## src/rtl/adc_pkg.sv

```systemverilog
// Shared types and defaults for the multi-channel serial ADC receiver.
package adc_pkg;

    typedef enum logic [1:0] {
        IDLE  = 2'd0,
        CONV  = 2'd1,
        QUIET = 2'd2
    } adc_state_e;

    localparam int DEF_NCH        = 2;
    localparam int DEF_DATA_W     = 12;
    localparam int DEF_LEAD       = 4;
    localparam int DEF_FRAME_BITS = 16;
    localparam int DEF_CLK_DIV    = 16;
    localparam int DEF_QUIET_CYC  = 8;

    // Bits needed to count 0..n-1, never less than one.
    function automatic int cnt_width(input int n);
        if (n <= 1) begin
            return 1;
        end else begin
            return $clog2(n);
        end
    endfunction

endpackage

```

## src/rtl/adc_sclk_gen.sv

```systemverilog
// Serial clock divider: toggles sclk every CLK_DIV clk cycles while enabled,
// starting with a fall, and flags the cycle ending in each fall or rise.
module adc_sclk_gen
    import adc_pkg::*;
#(
    parameter int CLK_DIV = DEF_CLK_DIV
) (
    input  logic clk,
    input  logic rst_n,
    input  logic en_i,
    output logic sclk_o,
    output logic fall_tick_o,
    output logic rise_tick_o
);

    localparam int               DIV_W    = cnt_width(CLK_DIV);
    localparam logic [DIV_W-1:0] DIV_LAST = DIV_W'(CLK_DIV - 1);
    localparam logic [DIV_W-1:0] DIV_ONE  = DIV_W'(1);

    logic [DIV_W-1:0] div_q;
    logic [DIV_W-1:0] div_d;
    logic             sclk_q;
    logic             sclk_d;
    logic             half_done_s;

    // Divider next state and edge ticks; disabled means parked high with count cleared.
    always_comb begin
        half_done_s = en_i && (div_q == DIV_LAST);
        fall_tick_o = half_done_s && sclk_q;
        rise_tick_o = half_done_s && !sclk_q;
        div_d       = div_q;
        sclk_d      = sclk_q;
        if (!en_i) begin
            div_d  = '0;
            sclk_d = 1'b1;
        end else if (half_done_s) begin
            div_d  = '0;
            sclk_d = !sclk_q;
        end else begin
            div_d  = div_q + DIV_ONE;
            sclk_d = sclk_q;
        end
    end

    // Divider and serial clock flops.
    always_ff @(posedge clk or negedge rst_n) begin
        if (!rst_n) begin
            div_q  <= '0;
            sclk_q <= 1'b1;
        end else begin
            div_q  <= div_d;
            sclk_q <= sclk_d;
        end
    end

    assign sclk_o = sclk_q;

endmodule

```

## src/rtl/adc_serial_rx.sv

```systemverilog
// Multi-channel serial ADC receiver: generates cs_n/sclk, shifts NCH lines in
// parallel, strips and checks the leading zeros, and offers results on valid/ready.
module adc_serial_rx
    import adc_pkg::*;
#(
    parameter int NCH        = DEF_NCH,
    parameter int DATA_W     = DEF_DATA_W,
    parameter int LEAD       = DEF_LEAD,
    parameter int FRAME_BITS = DEF_FRAME_BITS,
    parameter int CLK_DIV    = DEF_CLK_DIV,
    parameter int QUIET_CYC  = DEF_QUIET_CYC
) (
    input  logic                  clk,
    input  logic                  rst_n,
    input  logic                  start,
    input  logic                  cont_en,
    input  logic [NCH-1:0]        adc_sdata,
    output logic                  adc_cs_n,
    output logic                  adc_sclk,
    output logic [NCH*DATA_W-1:0] sample_data,
    output logic                  sample_valid,
    input  logic                  sample_ready,
    output logic                  lead_err,
    output logic                  overrun,
    output logic                  busy
);

    localparam int               BIT_W      = cnt_width(FRAME_BITS + 1);
    localparam int               QW         = cnt_width(QUIET_CYC);
    localparam logic [BIT_W-1:0] BIT_ONE    = BIT_W'(1);
    localparam logic [BIT_W-1:0] BIT_FRAME  = BIT_W'(FRAME_BITS);
    localparam logic [QW-1:0]    QUIET_ONE  = QW'(1);
    localparam logic [QW-1:0]    QUIET_LAST = QW'(QUIET_CYC - 1);

    adc_state_e state_q;
    adc_state_e state_d;

    logic [BIT_W-1:0]      bit_q;
    logic [BIT_W-1:0]      bit_d;
    logic [QW-1:0]         quiet_q;
    logic [QW-1:0]         quiet_d;
    logic                  cs_n_q;
    logic                  cs_n_d;
    logic                  busy_q;
    logic                  busy_d;
    logic [NCH*DATA_W-1:0] data_q;
    logic [NCH*DATA_W-1:0] data_d;
    logic                  valid_q;
    logic                  valid_d;
    logic                  lead_q;
    logic                  lead_d;
    logic                  overrun_q;
    logic                  overrun_d;

    logic                  conv_en_s;
    logic                  fall_tick_s;
    logic                  rise_tick_s;
    logic                  last_rise_s;
    logic                  quiet_done_s;
    logic [NCH*DATA_W-1:0] result_s;
    logic [NCH-1:0]        ch_lead_s;

    assign conv_en_s = (state_q == CONV);

    adc_sclk_gen #(
        .CLK_DIV (CLK_DIV)
    ) u_sclk_gen (
        .clk         (clk),
        .rst_n       (rst_n),
        .en_i        (conv_en_s),
        .sclk_o      (adc_sclk),
        .fall_tick_o (fall_tick_s),
        .rise_tick_o (rise_tick_s)
    );

    // Falls are counted, so the rise that follows the FRAME_BITS-th fall closes the frame.
    assign last_rise_s  = rise_tick_s && (bit_q == BIT_FRAME);
    assign quiet_done_s = (state_q == QUIET) && (quiet_q == QUIET_LAST);

    for (genvar k = 0; k < NCH; k++) begin : g_ch
        logic [FRAME_BITS-1:0] shift_q;
        logic [FRAME_BITS-1:0] shift_d;
        logic                  lead_any_s;

        // Shift in one bit per sclk rise, first bit ending up at the MSB.
        always_comb begin
            shift_d = shift_q;
            if (rise_tick_s) begin
                shift_d = (shift_q << 1) | FRAME_BITS'(adc_sdata[k]);
            end else begin
                shift_d = shift_q;
            end
        end

        // OR of the leading bits as they will stand after this cycle's shift.
        always_comb begin
            lead_any_s = 1'b0;
            for (int b = 0; b < LEAD; b++) begin
                lead_any_s = lead_any_s | shift_d[FRAME_BITS-1-b];
            end
        end

        // Per-channel shift register.
        always_ff @(posedge clk or negedge rst_n) begin
            if (!rst_n) begin
                shift_q <= '0;
            end else begin
                shift_q <= shift_d;
            end
        end

        assign result_s[k*DATA_W +: DATA_W] = shift_d[FRAME_BITS-1-LEAD -: DATA_W];
        assign ch_lead_s[k]                 = lead_any_s;
    end

    // Next-state logic for the IDLE/CONV/QUIET sequencer.
    always_comb begin
        state_d = state_q;
        case (state_q)
            IDLE: begin
                if (start || cont_en) begin
                    state_d = CONV;
                end else begin
                    state_d = IDLE;
                end
            end
            CONV: begin
                if (last_rise_s) begin
                    state_d = QUIET;
                end else begin
                    state_d = CONV;
                end
            end
            QUIET: begin
                if (quiet_done_s) begin
                    state_d = cont_en ? CONV : IDLE;
                end else begin
                    state_d = QUIET;
                end
            end
            default: state_d = IDLE;
        endcase
    end

    // Counters and pin-level flops; cs_n/busy are derived from the next state so they are flop outputs.
    always_comb begin
        bit_d   = bit_q;
        quiet_d = quiet_q;
        cs_n_d  = (state_d != CONV);
        busy_d  = (state_d != IDLE);
        if (conv_en_s) begin
            if (fall_tick_s) begin
                bit_d = bit_q + BIT_ONE;
            end else begin
                bit_d = bit_q;
            end
        end else begin
            bit_d = '0;
        end
        if ((state_q == QUIET) && !quiet_done_s) begin
            quiet_d = quiet_q + QUIET_ONE;
        end else begin
            quiet_d = '0;
        end
    end

    // Output register: a load always wins, and only overwrites count as overrun.
    always_comb begin
        data_d    = data_q;
        lead_d    = lead_q;
        valid_d   = valid_q;
        overrun_d = 1'b0;
        if (last_rise_s) begin
            data_d    = result_s;
            lead_d    = |ch_lead_s;
            valid_d   = 1'b1;
            overrun_d = valid_q && !sample_ready;
        end else if (valid_q && sample_ready) begin
            valid_d = 1'b0;
        end else begin
            valid_d = valid_q;
        end
    end

    // All state and output flops.
    always_ff @(posedge clk or negedge rst_n) begin
        if (!rst_n) begin
            state_q   <= IDLE;
            bit_q     <= '0;
            quiet_q   <= '0;
            cs_n_q    <= 1'b1;
            busy_q    <= 1'b0;
            data_q    <= '0;
            valid_q   <= 1'b0;
            lead_q    <= 1'b0;
            overrun_q <= 1'b0;
        end else begin
            state_q   <= state_d;
            bit_q     <= bit_d;
            quiet_q   <= quiet_d;
            cs_n_q    <= cs_n_d;
            busy_q    <= busy_d;
            data_q    <= data_d;
            valid_q   <= valid_d;
            lead_q    <= lead_d;
            overrun_q <= overrun_d;
        end
    end

    assign adc_cs_n     = cs_n_q;
    assign busy         = busy_q;
    assign sample_data  = data_q;
    assign sample_valid = valid_q;
    assign lead_err     = lead_q;
    assign overrun      = overrun_q;

endmodule

```

## config.mk

```make
export PLATFORM = sky130hd
export DESIGN_NAME = adc_serial_rx
export DESIGN_NICKNAME = d
export VERILOG_FILES = /design/src/rtl/adc_pkg.sv /design/src/rtl/adc_sclk_gen.sv /design/src/rtl/adc_serial_rx.sv
export SDC_FILE = /design/constraint.sdc
export NUM_CORES = 1
export LEC_CHECK = 0
export BUFFER_PORTS_ARGS = -buffer_cell sky130_fd_sc_hd__buf_2
export CORE_AREA = 8 8 74 89
export CTS_CLUSTER_DIAMETER = 200
export DETAILED_ROUTE_END_ITERATION = 6
export DIE_AREA = 0 0 82 97
export GPL_TIMING_DRIVEN = 0
export PLACE_DENSITY = 0.82
export REMOVE_ABC_BUFFERS = 1
export SLEW_MARGIN = 10
export SYNTH_ARGS = -nofsm -noshare
export SYNTH_HDL_FRONTEND = slang
export SYNTH_SLANG_ARGS = --single-unit
```

## constraint.sdc

```tcl
create_clock -name clk -period 3.3 [get_ports clk]
set_input_delay 0.66 -clock clk [delete_from_list [all_inputs] [get_ports clk]]
set_output_delay 0.66 -clock clk [all_outputs]
set_load 0.02 [all_outputs]
```

# [Word-level counts from Yosys, hierarchy flattened]
# Cells that the tools add are included.
[op_classes] add_sub_neg=3 n_mul=0 div=0 n_lt_le_gt_ge=0 n_eq_ne=8 shift=0 mux=17 bitwise_logic=8 reduce_logical=16
[op_table] op="2-to-1 mux 16 bit" n=2
[op_table] op="bitwise OR 16 x 1 -> 16 bit" n=2
[op_table] op="2-to-1 mux 5 bit" n=2
[op_table] op="logical AND 1 bit" n=8
[op_table] op="2-to-1 mux 4 bit" n=2
[op_table] op="2-to-1 mux 1 bit" n=7
[op_table] op="bitwise OR 1 bit" n=6
[op_table] op="case mux 2 bit (3 select lines)" n=1
[op_table] op="adder 5 x 1 -> 5 bit (second input constant)" n=1
[op_table] op="equality test 5 bit (second input constant)" n=1
[op_table] op="adder 4 x 1 -> 4 bit (second input constant)" n=1
[op_table] op="equality test 4 bit (second input constant)" n=1
[op_table] op="2-to-1 mux 2 bit" n=2
[op_table] op="!= test 2 bit (second input constant)" n=2
[op_table] op="nonzero test 2 bit" n=2
[op_table] op="adder 3 x 1 -> 3 bit (second input constant)" n=1
[op_table] op="equality test 3 bit (second input constant)" n=1
[op_table] op="zero test 1 bit" n=3
[op_table] op="2-to-1 mux 3 bit" n=1
[op_table] op="equality test 2 x 1 -> 1 bit (second input constant)" n=1
[op_table] op="equality test 2 bit (second input constant)" n=1
[op_table] op="zero test 2 bit" n=1
[op_table] op="!= test 2 x 1 -> 1 bit (second input constant)" n=1
[op_table] op="OR reduction 2 bit" n=1
[op_table] op="logical OR 1 bit" n=1
[totals] reg_bits=76 latchBits=0 ramBits=0 mem_bits_ro=0 inputBits=7 output_inout_bits=30 n_memories=0

# [Depth between registers and ports, before layout]
[depth] word_depth=8 mapped_depth=6

# [Cells and area by module]
# A second synthesis with hierarchy kept.
[hier_totals] hier_cells=204 area_unflattened_um2=3129.3
[modules_own_cells] mod="adc_serial_rx" n_inst=1 cells_each=183 area_each_um2=2889.0 seq_area_each_um2=1778.0
[modules_own_cells] mod="adc_sclk_gen" n_inst=1 cells_each=21 area_each_um2=240.2 seq_area_each_um2=126.4

# [Least setup slack after synthesis]
# Ideal clock, no wire load.
[synth_timing] kind="flip-flop to flip-flop" start="register u_sclk_gen.div_q[0]" end="register g_ch[0].shift_q[10]" setup_ns=0.125 arrival_time_ns=1.513 required_ns=3.175 setup_slack_ns=1.662 path_stages_with_launch=7 cell_sequence="dfrtp_1 ha_1 and3_1 buf_6 nand3b_4 buf_6 mux2_2"
[synth_via] elab_chain_cells=4
[synth_lines] item="start, declared" line_no="adc_sclk_gen.sv:20" source="logic [DIV_W-1:0] div_q;"
[synth_lines] item="start signal, assigned" line_no="adc_sclk_gen.sv:51" source="div_q <= div_d;"
[synth_lines] item="equality test 4 bit" line_no="adc_sclk_gen.sv:28" source="half_done_s = en_i && (div_q == DIV_LAST);"
[synth_lines] item="logical AND 1 bit" line_no="adc_sclk_gen.sv:28"
[synth_lines] item="logical AND 1 bit" line_no="adc_sclk_gen.sv:30" source="rise_tick_o = half_done_s && !sclk_q;"
[synth_lines] item="2-to-1 mux 16 bit" line_no="adc_serial_rx.sv:88" source="if (rise_tick_s) begin"
[synth_lines] item="net g_ch[0].shift_d[10]" line_no="adc_serial_rx.sv:82" source="logic [FRAME_BITS-1:0] shift_d;"
[synth_lines] item="end signal, assigned" line_no="adc_serial_rx.sv:108" source="shift_q <= shift_d;"
[synth_lines] item="end, declared" line_no="adc_serial_rx.sv:81" source="logic [FRAME_BITS-1:0] shift_q;"
# The timed path passes the listed nets, and every way through them passes these cells.
# A chain may end at the register's enable or synchronous reset.

# [Worst setup path after layout]
[layout_timing] start="register u_sclk_gen.div_q[0]" end="register data_q[17], in the netlist sample_data[17]"
[layout_via] elab_chain_cells=4
[layout_lines] item="equality test 4 bit (*)" line_no="adc_sclk_gen.sv:28"
[layout_lines] item="logical AND 1 bit (*)" line_no="adc_sclk_gen.sv:28"
[layout_lines] item="logical AND 1 bit (*)" line_no="adc_sclk_gen.sv:30"
[layout_lines] item="2-to-1 mux 16 bit or logical AND 1 bit (tied branches)" line_no="adc_serial_rx.sv:88, adc_serial_rx.sv:77"
[layout_lines] item="end signal, assigned" line_no="adc_serial_rx.sv:203" source="data_q <= data_d;"
[layout_lines] item="end, declared" line_no="adc_serial_rx.sv:46" source="logic [NCH*DATA_W-1:0] data_q;"
# Mark *: on every way between the ends. The rest lies on a longest branch, timed or not.

==> summary.md <==
| Metric | Value |
|---|---|
| Cell internal pwr | 1600 uW |
| Initial antenna violation count | 0 |
| Post-layout net count | 250 |
| First-pass GRT wire length | around 8300 um |
| Most common library cells after synthesis | 72 x dfrtp_1, 29 x mux2_2, 26 x mux2_4, 7 x buf_6 |
| Slew Viols, Final | 0 |
| Syn Area/Cell | 15.5 um2 |
| Setup crit start | u_sclk_gen.div_q[0] |
| Max VDD drop | 0.000456 V |
| Congestion Overflow GR | 0 |
| Final critical-path required period | approximately 2400 ps |
| Switching share of power | approximately 22% |
| Cell Area, Synth | around 0.0031 mm2 |
| GRT Util Overall | 13.5% |
| Clock power frac | 41.6% |
| Combinational share of power | about 8.6% |
| Vias per cell | about 5.4 |
| Area growth syn-to-layout | 14.6% |
| Vias in the first global route | approximately 1800 |
| Crit path max fanout | 30 |
| # IOs | 37 |
| Power Dens Cells | 584 mW/mm2 |
| Site Rows | 29 |
| Post-synth top area cell | dfrtp_1 |
| Chip Height | 97 um |
| P_leak | about 0.0019 uW |
| Core Box Area | between 0.005 and 0.006 mm2 |
| Critical Path RT | between 3000 and 4000 ps |
| Fmax | between 400 and 500 MHz |
| RSZ-0062 raised after global routing | no |
| Crit path DAT | 2600 ps |
| Worst skew pair latency | between 300 and 400 ps |
| Worst Setup End Kind | register |
| Wire per inst | ~16 um |
| Count of hold-fix buffers inserted at cts | 0 |
| Area of the multi-input gates | 0.00112 mm2 |
| Largest net degree at the start of global routing | 40 |
| Most frequent cell after synthesis | dfrtp_1 |
| CTS tree | yes |
| Worst-Margin Slew | 737 ps |
| FF+latch area | between 0.0015 and 0.002 mm2 |
| Pre-Repair DR Iteration Count | 4 |
| Flop and latch count out of synthesis | 74 |
| Final Hold Viols | 0 |
| Worst r2r src | u_sclk_gen.div_q[0] |
| Longest Clk Path Bufs | 2 |
| Die ar. | 0.00795 mm2 |
| Routed Antenna Nets | 0 |
| YS warnings | 0 |
| Setup CP Type | register to register |
| Async set-reset flop share out of synthesis | 100% |
| Final core occ | between 60% and 70% |
| Fin Clk Skew | between 5 and 6 ps |
| First DRT Iteration DRCs | just under 80 |
| Port bufs | 36 |
| Post-synth EDFFs | 0 |
| Clock-pin slew on the worst setup and hold paths | 70 ps |
| Root Buffer | clkbuf_8 |
| Hold/Removal Path Class | input pin to async pin |
| Period utilization | a little under three quarters |
| Post-CTS Resized | 0 |
| Fin Setup TNS | 0 ps |
| Switching power | approximately 460 uW |
| CTS Buf Count | 9 |
| Post-DP HPWL | approximately 3200 um |
| Finished Cell Area | 0.00352 mm2 |
| # clock sinks | 74 |
| Cell count after synthesis | 198 |
| Share of the synthesized area in the top cell type | 58.6% |
| Ant. Diodes | 0 |
| H-tree Lvls | 3 |
| Max-Cap Viols | 0 |
| Die X | 82 um |
| R2R depth | 4 |
| Seq pwr share | around half |
| Post-CTS setup buffer count | 0 |
| Max_slew headroom | 50.8% |
| Final setup viols | 0 |
| R2r setup slk | 930 ps |
| Total power | around 2100 uW |
| Placed Area | 0.00327 mm2 |
| Status | finished clean |
| Worst hold slack | 261 ps |
| Vias | between 1500 and 2000 |
| Number of fill cells | about 360 |
| Sequential fraction of the synthesis area | about 60% |
| DRC viols | 0 |
| Distinct cells, synth | 33 |
| Starting Density | 59.6% |
| Final wirelength | between 4000 and 5000 um |
| Global placement routability congestion | 0.772 |
| Crit start category | register |
| Most used DFF post-synth | dfrtp_1 |
| Fraction of layout instances using a drive strength above 1 | 47.3% |
| Synth top area cells | dfrtp_1 59%, mux2_4 13%, mux2_2 11%, buf_6 2.6%, ha_1 2.0% |
[layer usage]
metal	GRT usage, %	share of wire (%)
met5	0	0
met4	8.54	2.8
met2	20.5	49
met3	2.87	3.3
met1	16.7	45
[power groups by stage]
stage               clock [uW]  combinational, uW  sequential, uW
global placement             0                166            1040
finish                     854                176            1030
CTS                        876                180            1030
global route               911                198            1030
detailed placement           0                176            1040
floorplan                    0                119            1040
[critical path, cell delays in order (launching register included)]
cell	delay [ps]
dfrtp_1	400
ha_1	260
and3_1	400
nand4b_4	650
mux2_4	520
[registers in the layout (all words and copies together), names as in the netlist, 2 cells and up]
| register | flops |
|---|---|
| sample_data | 24 |
| g_ch.shift_q | 30 |
| quiet_q | 3 |
| state_q | 2 |
| bit_q | 5 |
| u_sclk_gen.div_q | 4 |
[area by class of cell]
class	instances	area share [%]
clock inverter	5	2.84
multi-input combinational	113	31.9
sequential	74	52.6
inverter	3	0.320
timing repair buffer	37	5.75
tap	62	2.20
clock buffer	11	4.30
[cell families after synthesis]
| family | count (synthesis) | share of synthesized area (%) |
|---|---|---|
| mux | 55 | 23.3 |
| fa+ha+maj | 5 | 2.04 |
| simple gates | 35 | 7.45 |
| compound gates | 15 | 2.93 |
| buf+inv | 11 | 3.05 |
| flops | 74 | 60.3 |
| xor+xnor | 3 | 0.855 |
[placed cells by master, fill, tap and decap left out, types with 2 or more instances in the layout]
cell type	n
nor3_1	2
nor2_1	6
buf_2	35
ha_1	5
inv_1	3
mux2_2	29
o21ai_0	3
xnor2_1	3
nand3_1	3
and2_1	3
clkinv_2	2
a21oi_1	6
dfstp_2	2
a21o_1	2
nand2_1	5
bufinv_16	3
nand2b_1	2
dfrtp_1	72
mux2_4	26
clkbuf_8	11
or3_1	3
nor4_1	2
[final timing paths]
check,end
setup / recovery,sample_data[17]
hold reg to reg,quiet_q[0]
min in group clk,quiet_q[0]
hold / removal,bit_q[0]
max in group asynchronous,g_ch[1].shift_q[14]
setup reg to reg,sample_data[17]
[metrics by stage]
step,setup WS (ps),instances
CTS,904,305
global route,829,305
global placement,1020,288
detailed placement,911,289
floorplan,1300,190
finish,931,305
Power figures use the tool's default switching activity.
